### config.mk
export PLATFORM = sky130hd
export DESIGN_NAME = rr_priority_arbiter4
export DESIGN_NICKNAME = d
export VERILOG_FILES = /design/src/rtl/rr_priority_arbiter4.sv
export SDC_FILE = /design/constraint.sdc
export NUM_CORES = 1
export LEC_CHECK = 0
export BUFFER_PORTS_ARGS = -buffer_cell sky130_fd_sc_hd__buf_2
export CORE_MARGIN = 3
export CORE_UTILIZATION = 59
export DETAILED_ROUTE_END_ITERATION = 8
export PLACE_DENSITY = 0.83
export SLEW_MARGIN = 25
export SYNTH_ARGS = -nofsm -noshare
export SYNTH_HDL_FRONTEND = slang
export SYNTH_SLANG_ARGS = --single-unit
### constraint.sdc
create_clock -name clk -period 3.86 [get_ports clk]
set_input_delay 0.579 -clock clk [delete_from_list [all_inputs] [get_ports clk]]
set_output_delay 0.579 -clock clk [all_outputs]
set_load 0.02 [all_outputs]
### src/rtl/rr_priority_arbiter4.sv
// Four-requester round-robin arbiter: LSB-first search starting at a rotating
// pointer, grant held until the owner drops its request or the hold limit hits.
module rr_priority_arbiter4 #(
  parameter int unsigned MAX_HOLD = 8,
  parameter int unsigned CNT_W    = 8
) (
  input  logic       clk,
  input  logic       rst,
  input  logic [3:0] req,
  output logic [3:0] gnt,
  output logic [1:0] gnt_id,
  output logic       busy,
  output logic       timeout
);

  typedef enum logic {
    IDLE,
    GRANT
  } state_t;

  localparam logic [CNT_W-1:0] HOLD_LIM = CNT_W'(MAX_HOLD);
  localparam logic [CNT_W-1:0] CNT_MAX  = '1;

  state_t           state_q, state_d;
  logic [3:0]       gnt_q, gnt_d;
  logic [1:0]       id_q, id_d;
  logic [1:0]       ptr_q, ptr_d;
  logic [CNT_W-1:0] cnt_q, cnt_d;
  logic             to_q, to_d;

  logic [3:0]       req_c;
  logic             found;
  logic [1:0]       winner;
  logic [1:0]       idx;
  logic             drop;
  logic             limit;

  // An unknown request bit takes the else branch, so it never wins arbitration.
  always_comb begin
    req_c = '0;
    for (int unsigned k = 0; k < 4; k++) begin
      if (req[k]) req_c[k] = 1'b1;
      else        req_c[k] = 1'b0;
    end
  end

  // Rotated LSB-first priority encode: scan ptr, ptr+1, ptr+2, ptr+3 (mod 4).
  always_comb begin
    found  = 1'b0;
    winner = '0;
    idx    = '0;
    for (int unsigned i = 0; i < 4; i++) begin
      idx = ptr_q + 2'(i);
      if (!found && req_c[idx]) begin
        found  = 1'b1;
        winner = idx;
      end
    end
  end

  always_comb begin
    drop  = !req_c[id_q];
    limit = (MAX_HOLD != 0) && (cnt_q == HOLD_LIM);
  end

  always_comb begin
    state_d = state_q;
    gnt_d   = gnt_q;
    id_d    = id_q;
    ptr_d   = ptr_q;
    cnt_d   = cnt_q;
    to_d    = 1'b0;
    unique case (state_q)
      IDLE: begin
        if (found) begin
          state_d = GRANT;
          gnt_d   = 4'b0001 << winner;
          id_d    = winner;
          cnt_d   = CNT_W'(1);
        end
      end
      GRANT: begin
        if (drop || limit) begin
          state_d = IDLE;
          gnt_d   = '0;
          id_d    = '0;
          ptr_d   = id_q + 2'd1;
          cnt_d   = '0;
          to_d    = limit && !drop;
        end else if (cnt_q != CNT_MAX) begin
          cnt_d = cnt_q + CNT_W'(1);
        end
      end
      default: begin
        state_d = IDLE;
        gnt_d   = '0;
        id_d    = '0;
        cnt_d   = '0;
      end
    endcase
  end

  always_ff @(posedge clk or posedge rst) begin
    if (rst) begin
      state_q <= IDLE;
      gnt_q   <= '0;
      id_q    <= '0;
      ptr_q   <= '0;
      cnt_q   <= '0;
      to_q    <= 1'b0;
    end else begin
      state_q <= state_d;
      gnt_q   <= gnt_d;
      id_q    <= id_d;
      ptr_q   <= ptr_d;
      cnt_q   <= cnt_d;
      to_q    <= to_d;
    end
  end

  assign gnt     = gnt_q;
  assign gnt_id  = id_q;
  assign busy    = |gnt_q;
  assign timeout = to_q;

endmodule

==> results of run 1 <==
-- cells by family after synthesis --
group,after synthesis,synth area share [%]
fa+ha+maj,2,2.40
compound gates,38,24.2
mux,7,8.05
flops,18,43.3
simple gates,32,17.4
buf+inv,10,3.85
xor+xnor,1,0.841
-- synth_stat cells, types with 4 or more instances --
cell,number
sky130_fd_sc_hd__dfrtp_1,18
sky130_fd_sc_hd__a21oi_1,17
sky130_fd_sc_hd__nand2_1,6
sky130_fd_sc_hd__nand3_1,6
sky130_fd_sc_hd__inv_1,5
sky130_fd_sc_hd__mux2i_1,5
sky130_fd_sc_hd__nor2_1,4
-- state kept, by name (all words and copies together), names as in the netlist --
signal and cells:
cnt_q 8, gnt 4, gnt_id 2, ptr_q 2, state_q 1, timeout 1
-- final timing paths --
path                              to  slack [ps]  depth (start not counted)
min                           gnt[1]         360                          2
min reg2reg                   gnt[2]         520                          1
min in group clk              gnt[2]         520                          1
max                        gnt_id[1]        1840                          6
max in group asynchronous   cnt_q[3]        3070                          2
max reg2reg                gnt_id[1]        1840                          6
-- routing by layer --
metal | global-route usage (%) | vias to the layer above
li1 | - | 435
met1 | 31.6 | 435
met2 | 30.6 | 30
met3 | 2.63 | 7
met4 | 11.8 | 0
met5 | 0 | -
-- power groups by stage --
| stage | Clock, mW | Sequential, mW | Combinational (mW) |
|---|---|---|---|
| after floorplan | 0 | 0.319 | 0.234 |
| final | 0.0930 | 0.304 | 0.334 |
| after CTS | 0.0936 | 0.303 | 0.337 |
| after detailed placement | 0 | 0.307 | 0.335 |
| after global routing | 0.102 | 0.316 | 0.373 |
| after global placement | 0 | 0.303 | 0.326 |
-- critical path, cell delays in order, from the launching register on --
cell and delay [ps]:
sky130_fd_sc_hd__dfrtp_1 430, sky130_fd_sc_hd__inv_1 90, sky130_fd_sc_hd__ha_1 150, sky130_fd_sc_hd__nand4bb_1 110
sky130_fd_sc_hd__or4_1 600, sky130_fd_sc_hd__a21o_1 290, sky130_fd_sc_hd__a22o_1 260
-- stage by stage --
stage	setup WS (ps)	cell area, sq um	utilization (%)	power (mW)
finish	1840	1130	71.5	0.731
global route	1730	1130	71.5	0.790
CTS	1850	1130	71.5	0.734
detailed placement	1750	1100	70.1	0.642
global placement	1840	1100	70.1	0.628
floorplan	2060	1040	-	0.553
-- cell type report --
class | instances | area share [%]
clock buffer | 3 | 2.00
inverter | 5 | 1.66
multi-input combinational | 80 | 48.8
sequential | 18 | 40.0
tap | 16 | 1.78
timing repair buffer | 13 | 5.77
==> run_results.csv, run 1 <==
group,metric,value,unit
finish,multiInputGateArea,551,sq um
power,power.net_switching,0.313,mW
status,status,"completed",
clock_tree,cts_setup_buffers,0,
synthesis,synth_seq_cells,18,
synthesis,synth_seq_area_share,43.3,%
synthesis,syn-cell-area,1040,sq um
timing,rsz0062_at_grt,"no",
floorplanning,die-area,2300,sq um
finish,drive_gt1_share,14.3,%
power,clock_power_share,12.7,%
finish,final_cell_mix,"18 x sky130_fd_sc_hd__dfrtp_1, 17 x sky130_fd_sc_hd__a21oi_1, 13 x sky130_fd_sc_hd__buf_2, 6 x sky130_fd_sc_hd__nand2_1, 6 x sky130_fd_sc_hd__nand3_1",
grt,grt.total_usage,21.6,%
clock_tree,cts_hold_buf,0,
critical_path,timing.rr.start,"cnt_q[0]",
clock_tree,insertion_delay,290,ps
synthesis,synth-edff-count,0,
clock_tree,cts_max_path_buffers,2,
drt,routed.top_layer,"met4",
timing,timing_worst_slew_pin_value,883,ps
grt,grt_start_max_net_pins,19,
timing,final.min_clock_period,2020,ps
drt,drt_drc_violations_left,0,
timing,fmax,494,MHz
synthesis,synth_area_leader_cell,"sky130_fd_sc_hd__dfrtp_1",
floorplanning,coreArea,1580,sq um
grt,grt_first_pass_wirelength,3460,um
finish,final-instance-count-excl-fill,135,
finish,flow.area_growth_from_synthesis,8.29,%
worst_hold_path,hp-class,"in -> async",
synthesis,syn-instance-count,108,
grt,grt_pass1_vias,782,
synthesis,yosysWarnings,0,
drt,drtAntennaViolNets,0,
drt,dr_total_vias,907,
floorplanning,die-width,48.0,um
synthesis,yosysTopAreaCellShare,43.3,%
drt,via_per_inst,6.72,
critical_path,critical_path.startpoint,"cnt_q[0]",
critical_path,worstSetupPathType,"reg -> reg",
timing,report.final.setup_viol,0,
timing,slew_violations,0,
floorplanning,number_of_cell_rows,14,
timing,fin_skew,2.47,ps
timing,finalHoldViolations,0,
power,p_comb_share,45.7,%
drt,detailedRoute.firstIterationViolations,20,
clock_tree,cts.sink_count,18,
synthesis,yosys-top-cells-area,"sky130_fd_sc_hd__dfrtp_1 43%, sky130_fd_sc_hd__a21oi_1 8.2%, sky130_fd_sc_hd__mux2i_1 4.8%",
place,dpl_hpwl,1520,um
place,cell_count_after_placement,132,
finish,fill_cells,130,
clock_tree,clock_tree_root,"sky130_fd_sc_hd__clkbuf_4",
drt,drtPass1Iterations,4,
flow_run,maxCapViolations,0,
power,switching_fraction,42.8,%
floorplanning,io_pins,14,
synthesis,synth_flop_cell,"sky130_fd_sc_hd__dfrtp_1",
grt,antenna_found_initial,0,
critical_path,setup.worst_path.start_class,"flip-flop",
critical_path,worst_endpoint_required_time,4050,ps
finish,final_net_count,129,
place,port_buffers,13,
floorplanning,chipHeight,48.0,um
drt,routed_wl,2100,um
grt,grt.overflow.total,0,
power,p_int,0.418,mW
finish,register_area,450,sq um
synthesis,synth_area_per_cell,9.64,sq um
timing,fin_worst_hold_slack,364,ps
clock_tree,post_cts_resize_count,0,
power,p_per_area,649,nW/um^2
critical_path,crit_fanout,9,
drt,wl_per_cell,15.5,um
synthesis,synthDistinctLibCells,35,
power,leakage_power,0.533,nW
power,power.sequential.fraction,41.6,%
synthesis,postSynth.asyncResetShare,100,%
drt,met2RoutedLength,931,um
clock_tree,clk_pin_slew,100,ps
critical_path,crit_arrival,2210,ps
power,ir_worst_vdd,0.000556,V
finish,layout_commonest_cell,"sky130_fd_sc_hd__dfrtp_1",
floorplanning,initial_utilization,66.0,%
clock_tree,clock_tree.htree_level_count,1,
synthesis,synth.net_count,116,
timing,fin_setup_tns,0,ps
timing,layout_worst_path_cycle_share,52.5,%
finish,num_antenna_cells,0,
clock_tree,numCtsBuffers,3,
drt,wirelength_met1,1010,um
critical_path,worst_setup_ep_type,"flip-flop",
drt,route.met3.wl,100,um
clock_tree,cts_tree,"yes",
timing,slew_headroom,41.1,%
place,place.gp.congestion,0.829,
(Power assumes the default switching activity.)
==> inputs of run 2 (changes only) <==
Settings changed: CORE_UTILIZATION 59 to 55, PLACE_DENSITY 0.83 to 0.79.
Clock period 3.86 ns to 1.87 ns, I/O delays scaled along.
==> run_results.csv, run 2 (same netlist as run 1, synthesis figures left out) <==
group,metric,value,unit
finish,final_cell_mix,"18 x sky130_fd_sc_hd__dfrtp_1, 17 x sky130_fd_sc_hd__a21oi_1, 13 x sky130_fd_sc_hd__buf_2, 8 x sky130_fd_sc_hd__buf_4",
drt,wl_per_cell,15.7,um
critical_path,crit_arrival,2030,ps
grt,grt_start_max_net_pins,19,
critical_path,worst_setup_ep_type,"flip-flop",
power,p_per_area,1340,nW/um^2
power,p_int,0.949,mW
floorplanning,coreArea,1760,sq um
critical_path,ff2ff_path_depth,6,
grt,grt_first_pass_wirelength,4070,um
power,clock_power_share,11.5,%
grt,gr-max-usage-layer,"met2",
finish,final-instance-count-excl-fill,152,
place,cell_count_after_placement,147,
timing,fmax,543,MHz
critical_path,crit_fanout,6,
floorplanning,die-area,2450,sq um
place,dpl_hpwl,1770,um
timing,timing_worst_slew_pin_value,682,ps
critical_path,timing.rr.start,"cnt_q[0]",
timing,final.min_clock_period,1840,ps
clock_tree,numCtsBuffers,3,
timing,fin_skew,3.10,ps
finish,drive_gt1_share,22.8,%
grt,grt.total_usage,21.9,%
grt,grtUsageMet3,2.72,%
flow_run,maxCapViolations,0,
timing,slew_headroom,54.5,%
critical_path,setup.worst_path.start_class,"flip-flop",
timing,report.final.setup_viol,0,
clock_tree,cts.sink_count,18,
place,port_buffers,13,
clock_tree,clock_tree.htree_level_count,1,
power,switching_fraction,42.0,%
power,power.net_switching,0.687,mW
finish,register_with_the_highest_flop_count,"cnt_q",
grt,use_met1,30.6,%
drt,routed_wl,2390,um
floorplanning,io_pins,14,
grt,grt_pass1_vias,888,
clock_tree,clk_pin_slew,100,ps
finish,num_antenna_cells,0,
timing,slew_violations,0,
floorplanning,number_of_cell_rows,15,
place,place.gp.congestion,0.862,
drt,drtAntennaViolNets,0,
critical_path,crit_end,"gnt[1]",
grt,grt.overflow.total,0,
drt,drt_drc_violations_left,0,
clock_tree,cts_tree,"yes",
grt,antenna_found_initial,0,
grt,use_met2,33.7,%
worst_hold_path,hp-class,"in -> async",
drt,detailedRoute.firstIterationViolations,25,
drt,via_per_inst,6.13,
finish,layout_commonest_cell,"sky130_fd_sc_hd__dfrtp_1",
critical_path,worstSetupPathType,"reg -> reg",
power,p_comb_share,50.8,%
finish,max_ffs_per_register,8,
floorplanning,die-width,49.5,um
status,status,"completed",
drt,drtPass1Iterations,4,
floorplanning,initial_utilization,59.0,%
critical_path,critical_path.startpoint,"cnt_q[0]",
finish,flow.area_growth_from_synthesis,16.9,%
timing,layout_worst_path_cycle_share,98.5,%
floorplanning,chipHeight,49.5,um
timing,rsz0062_at_grt,"yes",
clock_tree,clock_tree_root,"sky130_fd_sc_hd__clkbuf_4",
clock_tree,cts_max_path_buffers,2,
critical_path,worst_endpoint_required_time,2050,ps
power,ir_worst_vdd,0.000981,V
power,post-layout-total-power,1.64,mW
timing,finalHoldViolations,0,
power,power.sequential.fraction,37.7,%
power,leakage_power,0.577,nW
finish,final_net_count,137,
clock_tree,insertion_delay,290,ps
drt,dr_total_vias,931,
critical_path,reg_to_reg_slack_setup,30,ps
critical_path,crit-reg2reg-capture,"gnt[1]",
## run 2: cell types whose count changed in the layout (fill, tap and decap cells not counted), sizes merged
cell / delta
buf: +8
## run 2: worst min-delay path by stage
stage	startpoint	endpoint	depth (start not counted)
final	rst	state_q	2
after global routing	rst	ptr_q[1]	2
after CTS	rst	ptr_q[1]	2
after detailed placement	rst	ptr_q[0]	2
after global placement	rst	ptr_q[0]	2
after floorplan	rst	cnt_q[0]	1
## run 2: layout make-up
cell class,instances,area [sq um]
multi-input cells,80,569
fillers,152,547
flip-flops and latches,18,450
repair buffers,21,125
well taps,25,31.3
clock buffers,3,22.5
inverters,5,18.8
## run 2: power by group through the flow
stage / clock, mW / combinational (mW) / sequential (mW)
after floorplan: 0 / 0.483 / 0.659
after global placement: 0 / 0.743 / 0.614
after detailed placement: 0 / 0.766 / 0.618
after CTS: 0.192 / 0.779 / 0.610
after global routing: 0.212 / 0.902 / 0.635
final: 0.188 / 0.831 / 0.617
## run 2: repair_timing
item,4_1_cts,5_1_grt
endpoints found under the setup margin,1,10
gates resized for setup,1,3
hold buffers,0,0
buffers inserted,0,2
## run 2: routing by layer
metal  vias to the layer above  share of wire (%)
met3                         4                4.8
met4                         0                1.6
met5                         -                  0
li1                        453                  -
met2                        34                 46
met1                       440                 47
## run 2: stage by stage
stage | setup WS [ps] | hold slack (ps) | cell area (sq um) | TNS (ps) | utilization, %
global placement | 102 | 394 | 1160 | 0 | 65.8
CTS | 27.5 | 91.8 | 1190 | 0 | 67.5
floorplan | 74.9 | 219 | 1040 | 0 | -
global route | -28.8 | 102 | 1220 | -78.6 | 69.0
finish | 28.0 | 75.3 | 1220 | 0 | 69.0
detailed placement | 16.6 | 409 | 1160 | 0 | 65.8
## run 2: critical path, stage by stage (launching register included)
cell and delay [ps]:
sky130_fd_sc_hd__dfrtp_1 450, sky130_fd_sc_hd__inv_2 80, sky130_fd_sc_hd__ha_1 140, sky130_fd_sc_hd__nand4bb_1 140, sky130_fd_sc_hd__or4_4 450, sky130_fd_sc_hd__a21o_4 240
sky130_fd_sc_hd__a22o_1 230
==> inputs of run 3 (changes only) <==
Settings changed: ABC_AREA from default to 1, CORE_UTILIZATION 55 to 57, PLACE_DENSITY 0.79 to 0.8.
==> run_results.csv, run 3 <==
group,metric,value,unit
synthesis,synth-edff-count,0,
synthesis,yosysWarnings,0,
timing,report.final.setup_viol,0,
timing,fin_setup_tns,0,ps
timing,fmax,583,MHz
synthesis,synth_area_leader_cell,"sky130_fd_sc_hd__dfrtp_1",
grt,grt.total_usage,23.2,%
critical_path,crit_arrival,1890,ps
finish,max_ffs_per_register,8,
timing,slew_headroom,56.4,%
power,switching_fraction,52.5,%
synthesis,synth_flop_cell,"sky130_fd_sc_hd__dfrtp_1",
timing,slew_violations,0,
power,p_comb_share,60.3,%
clock_tree,cts.sink_count,18,
floorplanning,io_pins,14,
floorplanning,coreArea,2000,sq um
finish,flow.area_growth_from_synthesis,10.8,%
clock_tree,cts_tree,"yes",
synthesis,synth_seq_area_share,36.6,%
critical_path,timing.critical_path.cells,"inv_1 -> ha_1 -> nand3_1 -> nor2_2 -> nor2_4 -> inv_1 -> nand2_2 -> nand3_1 -> o21ai_0",
synthesis,synth_seq_cells,18,
synthesis,syn-cell-area,1230,sq um
timing,final.min_clock_period,1720,ps
synthesis,fraction_of_synthesized_area_in_multiplexers,0,%
synthesis,synth_area_per_cell,6.96,sq um
drt,dr_total_vias,1187,
finish,num_antenna_cells,0,
critical_path,timing.critical_path.slowest_cell_delay,430,ps
finish,final-instance-count-excl-fill,221,
critical_path,worst_setup_ep_type,"flip-flop",
power,leakage_power,0.711,nW
status,status,"completed",
power,ir_worst_vdd,0.00114,V
place,cell_count_after_placement,215,
floorplanning,chipHeight,52.5,um
synthesis,synth_compound_area_share,10.8,%
timing,rsz0062_at_grt,"no",
place,port_buffers,13,
synthesis,post_synth_most_frequent_cells,"60 x sky130_fd_sc_hd__nand2_1, 19 x sky130_fd_sc_hd__nand3_1, 18 x sky130_fd_sc_hd__dfrtp_1, 18 x sky130_fd_sc_hd__inv_1, 11 x sky130_fd_sc_hd__nand2_2",
synthesis,synth_area_in_adders,2.03,%
power,clock_power_share,9.1,%
drt,drt_drc_violations_left,0,
drt,routed_wl,2690,um
finish,final_net_count,204,
finish,drive_gt1_share,21.1,%
critical_path,critical_path.startpoint,"cnt_q[0]",
timing,finalHoldViolations,0,
clock_tree,numCtsBuffers,3,
critical_path,worstSetupPathType,"reg -> reg",
floorplanning,die-area,2750,sq um
synthesis,syn-instance-count,177,
place,place.gp.congestion,0.885,
flow_run,maxCapViolations,0,
critical_path,cpLargestDelayFamily,"simple AND/OR/NAND/NOR gates",
synthesis,yosys-top-cells-area,"sky130_fd_sc_hd__dfrtp_1 37%, sky130_fd_sc_hd__nand2_1 18%, sky130_fd_sc_hd__nand3_1 7.7%",
power,post-layout-total-power,2.09,mW
synthesis,synthDistinctLibCells,27,
power,p_per_area,1540,nW/um^2
finish,final_cell_mix,"60 x sky130_fd_sc_hd__nand2_1, 19 x sky130_fd_sc_hd__nand3_1, 18 x sky130_fd_sc_hd__inv_1, 17 x sky130_fd_sc_hd__dfrtp_1, 13 x sky130_fd_sc_hd__buf_2",
worst_hold_path,hp-class,"in -> async",
synthesis,synthMostInstantiatedCell,"sky130_fd_sc_hd__nand2_1",
synthesis,yosys.area_share.simple,39.1,%
synthesis,synth_xor_xnor_area_share,2.85,%
clock_tree,insertion_delay,300,ps
grt,grt_start_max_net_pins,19,
critical_path,worst_endpoint_required_time,2040,ps
drt,wl_per_cell,12.2,um
timing,layout_worst_path_cycle_share,91.8,%
floorplanning,initial_utilization,61.5,%
timing,timing_worst_slew_pin_value,654,ps
timing,fin_skew,6.79,ps
finish,layout_commonest_cell,"sky130_fd_sc_hd__nand2_1",
drt,detailedRoute.firstIterationViolations,42,
clock_tree,clock_tree.htree_level_count,1,
finish,register_with_the_highest_flop_count,"cnt_q",
grt,grt_pass1_vias,1043,
drt,via_per_inst,5.37,
power,power.sequential.fraction,30.6,%
place,dpl_hpwl,2030,um
power,power.net_switching,1.10,mW
synthesis,synth_top_family_by_area,"simple AND/OR/NAND/NOR gates",
drt,drtAntennaViolNets,0,
drt,drtPass1Iterations,4,
power,p_int,0.994,mW
clock_tree,clk_pin_slew,100,ps
critical_path,timing.critical_path.slowest_stage_cell,"sky130_fd_sc_hd__dfrtp_1",
critical_path,setup.worst_path.start_class,"flip-flop",
clock_tree,cts_max_path_buffers,2,
grt,antenna_found_initial,0,
grt,grt_first_pass_wirelength,4660,um
clock_tree,clock_tree_root,"sky130_fd_sc_hd__clkbuf_4",
finish,fill_cells,172,
synthesis,synth.net_count,185,
synthesis,postSynth.asyncResetShare,100,%
critical_path,crit_fanout,10,
floorplanning,number_of_cell_rows,16,
synthesis,yosysTopAreaCellShare,36.6,%
critical_path,timing.rr.start,"cnt_q[0]",
grt,grt.overflow.total,0,
floorplanning,die-width,52.5,um
critical_path,critical_path.n_buffers_inverters,2,
-- run 3: changes by cell type after synthesis, moves of 5 or more --
cell	change
sky130_fd_sc_hd__mux2i_1	-5
sky130_fd_sc_hd__inv_1	+13
sky130_fd_sc_hd__o21ai_0	+9
sky130_fd_sc_hd__nand2_2	+11
sky130_fd_sc_hd__nand2_1	+54
sky130_fd_sc_hd__a21oi_1	-15
sky130_fd_sc_hd__nand3_1	+13
-- run 3: worst paths after layout --
kind	to	slack, ps	depth (start not counted)
hold / removal	cnt_q[2]	50	2
min in group clk	timeout	490	5
hold reg to reg	cnt_q[5]	500	2
max in group asynchronous	ptr_q[0]	1350	2
setup reg to reg	gnt[0]	150	9
setup / recovery	gnt[0]	150	9
-- run 3: layer usage --
layer / GRT usage [%] / part of all wire (%) / up-vias
met2: 37.8 / 48 / 43
met3: 4.27 / 5.1 / 5
met5: 0 / 0 / -
met1: 30.9 / 45 / 530
met4: 7.66 / 1.5 / 0
li1: - / - / 609
-- run 3: power groups by stage --
| stage | Sequential [mW] | Combinational (mW) | Clock (mW) |
|---|---|---|---|
| after detailed placement | 0.660 | 1.17 | 0 |
| after CTS | 0.651 | 1.18 | 0.197 |
| after global routing | 0.659 | 1.42 | 0.219 |
| after global placement | 0.647 | 1.14 | 0 |
| after floorplan | 0.635 | 0.933 | 0 |
| final | 0.641 | 1.26 | 0.191 |
-- run 3: repair_timing --
item	4_1_cts	5_1_grt
gates resized for setup	0	3
setup buffers	0	3
endpoints found under the setup margin	0	15
hold endpoints to repair	0	0
hold buffers	0	0
-- run 3: area by class of cell --
class	instances	area, sq um	area share (%)
clock buffer	3	22.5	1.65
inverter	21	78.8	5.78
multi-input combinational	135	682	50.0
sequential	18	452	33.1
tap	27	33.8	2.48
timing repair buffer	17	95.1	6.97
-- run 3: through the flow --
stage	hold WS (ps)	worst slack, ps	cell area [sq um]	util (%)
after CTS	76.9	89.1	1330	66.6
after global routing	90.6	12.0	1360	68.1
after global placement	394	197	1310	65.4
after detailed placement	406	106	1310	65.4
after floorplan	219	392	1230	-
final	53.8	153	1360	68.1
-- run 3: logic make-up (layout without fill, tap and decap cells) --
group | Yosys count | in the layout
and+or+nand+nor | 107 | 107
buffers and inverters | 24 | 41
AOI/OAI and AO/OA | 22 | 22
DFF | 18 | 18
xor gates and xnor gates | 4 | 4
adders and majority gates | 2 | 2
